==> src/rtl/factorial_pkg.sv <==
// Shared definitions for the factorial requester.
//   - Default widths for the requester parameters.
//   - Requester FSM state encoding.
//   - Reference table of 0!..15! used to check core results.
package factorial_pkg;

    localparam int DEF_IN_DATA_WD  = 4;
    localparam int DEF_OUT_DATA_WD = 46;
    localparam int DEF_TIMEOUT_CYC = 64;
    localparam int DEF_CNT_WD      = 16;

    typedef enum logic [1:0] {
        IDLE  = 2'd0,
        ISSUE = 2'd1,
        WAIT  = 2'd2,
        RESP  = 2'd3
    } req_state_e;

    localparam logic [63:0] FACT_TABLE [16] = '{
        64'd1,
        64'd1,
        64'd2,
        64'd6,
        64'd24,
        64'd120,
        64'd720,
        64'd5040,
        64'd40320,
        64'd362880,
        64'd3628800,
        64'd39916800,
        64'd479001600,
        64'd6227020800,
        64'd87178291200,
        64'd1307674368000
    };

endpackage

==> src/rtl/sat_counter.sv <==
// Saturating event counter: counts inc pulses, sticks at all-ones.
// Ports:
//   clk     in   clock, rising edge
//   resetn  in   synchronous reset, active-low
//   inc     in   count enable for this cycle
//   count   out  current count
module sat_counter #(
    parameter int CNT_WD = 16
) (
    input  logic              clk,
    input  logic              resetn,
    input  logic              inc,
    output logic [CNT_WD-1:0] count
);

    logic [CNT_WD-1:0] count_q;
    logic [CNT_WD-1:0] count_d;

    always_comb begin
        count_d = count_q;
        if (inc && (count_q != '1)) begin
            count_d = count_q + CNT_WD'(1);
        end
    end

    always_ff @(posedge clk) begin
        if (!resetn) begin
            count_q <= '0;
        end else begin
            count_q <= count_d;
        end
    end

    assign count = count_q;

endmodule

==> src/rtl/factorial_requester.sv <==
// Initiator for the factorial core handshake. Takes one argument at a time
// from an upstream valid/ready stream, strobes it into the core, waits for
// the result (bounded by a timeout), checks it against the reference table
// and returns {arg, result, flags} downstream, with saturating statistics.
//
// state | meaning
// ------+----------------------------------------------------------
// IDLE  | ready for an argument unless the core reports busy
// ISSUE | one-cycle request strobe to the core, timer armed
// WAIT  | waiting for the core result or the timeout
// RESP  | response held on rsp_* until downstream takes it
//
// Ports:
//   clk, resetn                          clock / synchronous active-low reset
//   req_data, req_valid, req_ready       upstream argument stream
//   fact_in_data, fact_in_valid          request to the core
//   fact_out_data, fact_out_valid        result from the core
//   fact_out_busy                        core busy (gates acceptance in IDLE)
//   rsp_arg, rsp_data, rsp_mismatch,
//   rsp_timeout, rsp_valid, rsp_ready    downstream response stream
//   done_cnt, mismatch_cnt,
//   timeout_cnt, spurious_cnt            saturating statistics
module factorial_requester
    import factorial_pkg::*;
#(
    parameter int IN_DATA_WD  = DEF_IN_DATA_WD,
    parameter int OUT_DATA_WD = DEF_OUT_DATA_WD,
    parameter int TIMEOUT_CYC = DEF_TIMEOUT_CYC,
    parameter int CNT_WD      = DEF_CNT_WD
) (
    input  logic                   clk,
    input  logic                   resetn,
    input  logic [IN_DATA_WD-1:0]  req_data,
    input  logic                   req_valid,
    output logic                   req_ready,
    output logic [IN_DATA_WD-1:0]  fact_in_data,
    output logic                   fact_in_valid,
    input  logic [OUT_DATA_WD-1:0] fact_out_data,
    input  logic                   fact_out_valid,
    input  logic                   fact_out_busy,
    output logic [IN_DATA_WD-1:0]  rsp_arg,
    output logic [OUT_DATA_WD-1:0] rsp_data,
    output logic                   rsp_mismatch,
    output logic                   rsp_timeout,
    output logic                   rsp_valid,
    input  logic                   rsp_ready,
    output logic [CNT_WD-1:0]      done_cnt,
    output logic [CNT_WD-1:0]      mismatch_cnt,
    output logic [CNT_WD-1:0]      timeout_cnt,
    output logic [CNT_WD-1:0]      spurious_cnt
);

    if ((IN_DATA_WD < 1) || (IN_DATA_WD > 4)) begin : g_bad_in_wd
        $error("factorial_requester: IN_DATA_WD must be 1..4");
    end
    if ((OUT_DATA_WD < 41) || (OUT_DATA_WD > 64)) begin : g_bad_out_wd
        $error("factorial_requester: OUT_DATA_WD must be 41..64");
    end
    if (TIMEOUT_CYC < 2) begin : g_bad_timeout
        $error("factorial_requester: TIMEOUT_CYC must be >= 2");
    end

    // Down-counter: loaded in ISSUE, terminal count 0 is the last WAIT cycle,
    // which is the TIMEOUT_CYC-th cycle spent in WAIT.
    localparam int TMR_WD = $clog2(TIMEOUT_CYC);
    localparam logic [TMR_WD-1:0] TMR_LOAD = TMR_WD'(TIMEOUT_CYC - 1);

    req_state_e             state_q,    state_d;
    logic [IN_DATA_WD-1:0]  arg_q,      arg_d;
    logic [OUT_DATA_WD-1:0] data_q,     data_d;
    logic                   mismatch_q, mismatch_d;
    logic                   timeout_q,  timeout_d;
    logic [TMR_WD-1:0]      timer_q,    timer_d;

    logic                   accept;
    logic                   rsp_fire;
    logic                   timer_tc;
    logic [3:0]             arg_idx;
    logic [OUT_DATA_WD-1:0] fact_exp;

    assign accept   = (state_q == IDLE) && req_valid && !fact_out_busy;
    assign rsp_fire = (state_q == RESP) && rsp_ready;
    assign timer_tc = (timer_q == '0);
    assign arg_idx  = 4'(arg_q);
    assign fact_exp = OUT_DATA_WD'(FACT_TABLE[arg_idx]);

    always_ff @(posedge clk) begin
        if (!resetn) begin
            state_q    <= IDLE;
            arg_q      <= '0;
            data_q     <= '0;
            mismatch_q <= 1'b0;
            timeout_q  <= 1'b0;
            timer_q    <= '0;
        end else begin
            state_q    <= state_d;
            arg_q      <= arg_d;
            data_q     <= data_d;
            mismatch_q <= mismatch_d;
            timeout_q  <= timeout_d;
            timer_q    <= timer_d;
        end
    end

    always_comb begin
        state_d = state_q;
        case (state_q)
            IDLE:  if (accept) state_d = ISSUE;
            ISSUE: state_d = WAIT;
            WAIT:  if (fact_out_valid || timer_tc) state_d = RESP;
            RESP:  if (rsp_ready) state_d = IDLE;
            default: state_d = IDLE;
        endcase
    end

    always_comb begin
        arg_d      = arg_q;
        data_d     = data_q;
        mismatch_d = mismatch_q;
        timeout_d  = timeout_q;
        timer_d    = timer_q;
        case (state_q)
            IDLE: begin
                if (accept) arg_d = req_data;
            end
            ISSUE: begin
                timer_d    = TMR_LOAD;
                data_d     = '0;
                mismatch_d = 1'b0;
                timeout_d  = 1'b0;
            end
            WAIT: begin
                if (!timer_tc) timer_d = timer_q - TMR_WD'(1);
                // A result on the terminal cycle still beats the timeout.
                if (fact_out_valid) begin
                    data_d     = fact_out_data;
                    mismatch_d = (fact_out_data != fact_exp);
                end else if (timer_tc) begin
                    data_d    = '0;
                    timeout_d = 1'b1;
                end
            end
            default: ;
        endcase
    end

    always_comb begin
        req_ready     = (state_q == IDLE) && !fact_out_busy;
        fact_in_valid = (state_q == ISSUE);
        fact_in_data  = arg_q;
        rsp_valid     = (state_q == RESP);
        rsp_arg       = arg_q;
        rsp_data      = data_q;
        rsp_mismatch  = mismatch_q;
        rsp_timeout   = timeout_q;
    end

    sat_counter #(.CNT_WD(CNT_WD)) u_done_cnt (
        .clk    (clk),
        .resetn (resetn),
        .inc    (rsp_fire),
        .count  (done_cnt)
    );

    sat_counter #(.CNT_WD(CNT_WD)) u_mismatch_cnt (
        .clk    (clk),
        .resetn (resetn),
        .inc    (rsp_fire && mismatch_q),
        .count  (mismatch_cnt)
    );

    sat_counter #(.CNT_WD(CNT_WD)) u_timeout_cnt (
        .clk    (clk),
        .resetn (resetn),
        .inc    (rsp_fire && timeout_q),
        .count  (timeout_cnt)
    );

    // Results outside WAIT are dropped for data but still counted.
    sat_counter #(.CNT_WD(CNT_WD)) u_spurious_cnt (
        .clk    (clk),
        .resetn (resetn),
        .inc    (fact_out_valid && (state_q != WAIT)),
        .count  (spurious_cnt)
    );

endmodule

==> config.mk <==
export PLATFORM = sky130hd
export DESIGN_NAME = factorial_requester
export DESIGN_NICKNAME = d
export VERILOG_FILES = /design/src/rtl/factorial_pkg.sv /design/src/rtl/sat_counter.sv /design/src/rtl/factorial_requester.sv
export SDC_FILE = /design/constraint.sdc
export NUM_CORES = 1
export LEC_CHECK = 0
export ABC_AREA = 1
export CAP_MARGIN = 20
export CELL_PAD_IN_SITES_DETAIL_PLACEMENT = 1
export CELL_PAD_IN_SITES_GLOBAL_PLACEMENT = 2
export CORE_UTILIZATION = 24
export CTS_CLUSTER_SIZE = 30
export DETAILED_ROUTE_END_ITERATION = 12
export HOLD_SLACK_MARGIN = 0.02
export PLACE_DENSITY = 0.76
export SKIP_CTS_REPAIR_TIMING = 1
export SYNTH_ARGS = -nofsm -noshare
export SYNTH_HDL_FRONTEND = slang
export SYNTH_HIERARCHICAL = 1
export SYNTH_SLANG_ARGS = --single-unit
==> constraint.sdc <==
create_clock -name clk -period 1.7 [get_ports clk]
set_input_delay 0.255 -clock clk [delete_from_list [all_inputs] [get_ports clk]]
set_output_delay 0.255 -clock clk [all_outputs]
set_load 0.01 [all_outputs]
==> flow_summary_export.csv, run 1 <==
group,metric,value,unit
critical_path,reg2reg_depth,13,
place,port_buffers,178,
cts,clk_latency,0.43,ns
timing,post-route-period-util,1.023,
global_routing,grt_use_total,0.1752,
pwr,p_leak,4.833,nW
timing,relSlewSlack,0.6124,
route,drc,0,
critical_path,path_class,"register to register",
place,dp_hpwl,20.52,mm
floorplanning,die_h,177.8,um
yosys,synth_fp_nets,1207,
finish,area_delta_synth_final,47.07,%
yosys,synth.cell_area,7418,sq um
critical_path,path_cells,"buf_4 > ha_2 > buf_4 > nand2_1 > nand2_1 > nand2_1 > o21ai_0 > nor2_1 > nand2_1 > nor2_2 > nand3_1 > nor2_1 > nor2_1",
route,drtAntennaViolNets,0,
cts,cts_buffers,17,
timing,grt_setup_unrepaired,"true",
critical_path,worstSetupStartpointType,"register",
critical_path,slowest_delay,0.33,ns
critical_path,arrival,2.06,ns
pwr,pwr-share-comb,0.339,
floorplanning,die_w,177.8,um
yosys,synth-simple-area-share,0.4677,
place,dpl-instance-area,9960,sq um
critical_path,required,2.02,ns
timing,period_needed,1.739,ns
timing,tightest_slew,0.5814,ns
floorplanning,rows,64,
hold_path,min_path_type,"input port to register",
cts,cts_buffer_depth,2,
global_routing,grt-ovfl-total,0,
finish,drive_above_1_share,0.2023,
timing,setup_ws,-0.03924,ns
route,drt_iter0_drc,395,
cts,clk_pin_slew,0.06,ns
cts,h-tree-depth,4,
yosys,ys_types,34,
pwr,p_int,0.007446,W
pwr,powerDensity,1013,nW/um^2
global_routing,antenna_found_initial,0,
critical_path,rr_endpoint,"rsp_mismatch",
run_status,violations,"setup timing",
route,firstDrtPassIters,4,
hold_path,hold_path_end,"state_q[0]",
yosys,synth_top_family_by_area,"simple AND/OR/NAND/NOR gates",
yosys,synth_top_area_frac,0.3346,
timing,hold_viol,0,
pwr,p_sw_frac,0.3266,
route,num_vias,8016,
cts,cts_tree,"built",
critical_path,crit_top_cell,"nand2_1",
critical_path,reg2reg_from,"fact_in_data[0]",
yosys,synth_seq_cells,124,
run_status,outcome,"finished with violations",
finish,stdcell_count,1775,
global_routing,grt_pass1_wl,43.05,mm
hold_path,hold_start,"resetn",
yosys,synthAdderAreaFrac,0.02867,
timing,timing.fmax,575.0,MHz
cts,ctsRootBufferMaster,"clkbuf_16",
pwr,pwr-share-seq,0.302,
finish,design_area,10910,sq um
timing,setup_viol,1,
yosys,synth.area.top_cells,"dfxtp_1 (33%), nand2_1 (18%), nor2_1 (9.3%), a21oi_1 (5.9%), nand3_1 (5.7%)",
critical_path,cp_max_fo,4,
yosys,ys_warn_count,6,
critical_path,timing.critical_path.buf_inv,2,
place,placed_cells,1741,
run,drv_cap,0,
global_routing,grt_pass1_vias,8072,
critical_path,path_delay_family,"simple AND/OR/NAND/NOR gates",
finish,nNetsFinal,1441,
yosys,syn_area_per_cell,6.542,sq um
yosys,synth.area.mux_share,0,
floorplanning,pin_count,179,
yosys,synth_top_area_cell,"dfxtp_1",
yosys,ys_seq_area_frac,0.3346,
critical_path,rrSetupSlack,-0.04,ns
pwr,power_frac_clock,0.358,
pwr,peakVddDrop,824.0,uV
floorplanning,core_area,30510,sq um
yosys,synth_edf_count,0,
finish,utilization,0.3576,
floorplanning,die-area,31620,sq um
critical_path,cp_slowest_cell,"dfxtp_2",
place,gp_congestion,0.8485,
finish,antenna_cells,0,
pwr,power_switching,0.003611,W
route,finalWirelength,27.30,mm
global_routing,grt_max_degree,51,
timing,drv_slew,0,
yosys,async_flop_share,0,
critical_path,worst_setup_path_end_kind,"register",
timing,skew,0.009991,ns
yosys,synthCells,1134,
route,wire_per_inst,15.38,um
cts,cts.sinks,124,
hold_path,min_path_cells,3,
route,vias_per_cell,4.516,
yosys,synth-xor-area-share,0.002361,
floorplanning,start_util,0.2432,
place,place_ws,-0.1934,ns
yosys,synth_ff_type,"dfxtp_1",
yosys,synth_compound_area_frac,0.07691,
layout make-up:
cell class	count	area (sq um)
clock buffer	22	474.2
sequential	124	2546
fill	3801	19600
tap	396	495.5
inverter	91	344.1
clock inverter	8	140.1
timing repair buffer	252	2522
multi-input combinational	882	4388
logic make-up after synthesis:
group / count (synthesis)
AO/OA/AOI/OAI: 110
XOR/XNOR: 2
adder cells (fa/ha/maj): 17
buffers and inverters: 128
flip-flops: 124
AND/OR/NAND/NOR: 753
state kept, by name, summed over array words and instances, names as in the netlist:
signal,cells
rsp_data,46
u_done_cnt/count,16
u_mismatch_cnt/count,16
u_spurious_cnt/count,16
u_timeout_cnt/count,16
timer_q,6
fact_in_data,4
state_q,2
rsp_mismatch,1
rsp_timeout,1
worst reg2reg max path: stages, from the launching register on:
cell	delay [ns]
dfxtp_2	0.33
buf_4	0.14
ha_2	0.20
buf_4	0.14
nand2_1	0.06
nand2_1	0.05
nand2_1	0.05
o21ai_0	0.08
nor2_1	0.10
nand2_1	0.07
nor2_2	0.14
nand3_1	0.11
nor2_1	0.12
nor2_1	0.05
per-stage QoR:
| stage | setup TNS (ns) | hold slack, ns | total power (W) |
|---|---|---|---|
| after floorplan | 0 | 0.3795 | 0.005148 |
| after global placement | -2.344 | 0.4491 | 0.006657 |
| after detailed placement | -3.617 | 0.4559 | 0.006716 |
| after CTS | -3.180 | 0.1514 | 0.01079 |
| after global routing | -0.3289 | 0.1679 | 0.01177 |
| final | -0.03924 | 0.1724 | 0.01106 |
how the worst max path moves through the flow:
stage,start,end,cells past startpoint
after floorplan,state_q[0],u_spurious_cnt/count[13],11
after global placement,rsp_ready,u_timeout_cnt/count[13],10
after detailed placement,rsp_ready,u_timeout_cnt/count[13],10
after CTS,state_q[0],req_ready,5
final,fact_in_data[0],rsp_mismatch,13
after global routing,fact_in_data[0],rsp_mismatch,13
power groups by stage:
stage / Sequential [W] / Combinational, W / Clock (W)
after detailed placement: 0.00337 / 0.00334 / 0
after floorplan: 0.00343 / 0.00172 / 0
final: 0.00334 / 0.00375 / 0.00396
after CTS: 0.00331 / 0.00336 / 0.00411
after global placement: 0.00337 / 0.00329 / 0
after global routing: 0.00338 / 0.00416 / 0.00423
placed cells by master, fill, tap and decap left out, types with 2 or more instances in the layout:
| cell | instances |
|---|---|
| nand2_1 | 357 |
| nor2_1 | 173 |
| clkdlybuf4s50_1 | 152 |
| a21oi_1 | 87 |
| nand3_1 | 81 |
| inv_1 | 78 |
| dfxtp_1 | 75 |
| buf_4 | 63 |
| dfxtp_2 | 48 |
| nor2_2 | 39 |
| dlymetal6s2s_1 | 24 |
| nand2_2 | 23 |
| clkbuf_16 | 20 |
| nor2_4 | 20 |
| nand4_1 | 16 |
| o21ai_0 | 14 |
| inv_2 | 11 |
| nand3b_1 | 10 |
| ha_1 | 10 |
| nand2_4 | 9 |
| nor3_1 | 7 |
| nand3_2 | 6 |
| buf_12 | 6 |
| o21ai_1 | 5 |
| ha_2 | 4 |
| clkinv_2 | 4 |
| bufinv_16 | 4 |
| nor2_8 | 4 |
| nand4_2 | 4 |
| ha_4 | 3 |
| clkbuf_8 | 3 |
| or2_0 | 3 |
| xor2_1 | 2 |
| clkbuf_1 | 2 |
| buf_6 | 2 |
cells in the mapped netlist, types with 3 or more instances:
master and instances:
nand3_1 85, dfxtp_1 124, nand4_1 16, nand4_2 4
nand2_4 8, o21ai_1 3, buf_12 4, inv_2 5
nand2_1 363, a21oi_1 87, clkbuf_8 4, or2_0 4
ha_1 17, nand3b_1 10, clkbuf_1 10, nor2_4 20
buf_6 3, o21ai_0 16, inv_1 84, nor2_1 183
nand2_2 18, nor3_1 7, buf_4 14, nor2_2 29
nor2_8 4
metal layers:
metal | global-route usage | share of wire | up-vias
li1 | - | - | 4045
met1 | 0.2124 | 0.44 | 3772
met2 | 0.2998 | 0.49 | 170
met3 | 0.04777 | 0.049 | 29
met4 | 0.05199 | 0.020 | 0
met5 | 0 | 0 | -
Note: power is estimated with default switching activity, not from simulation.
==> inputs of run 2 (changes only) <==
--- a/config.mk
+++ b/config.mk
@@ -15,6 +15,7 @@
 export HOLD_SLACK_MARGIN = 0.02
 export PLACE_DENSITY = 0.76
 export SKIP_CTS_REPAIR_TIMING = 1
+export SLEW_MARGIN = 20
 export SYNTH_ARGS = -nofsm -noshare
 export SYNTH_HDL_FRONTEND = slang
 export SYNTH_HIERARCHICAL = 1
==> results of run 2 <==
Final layout, timing and power as in run 1 (identical DEF).
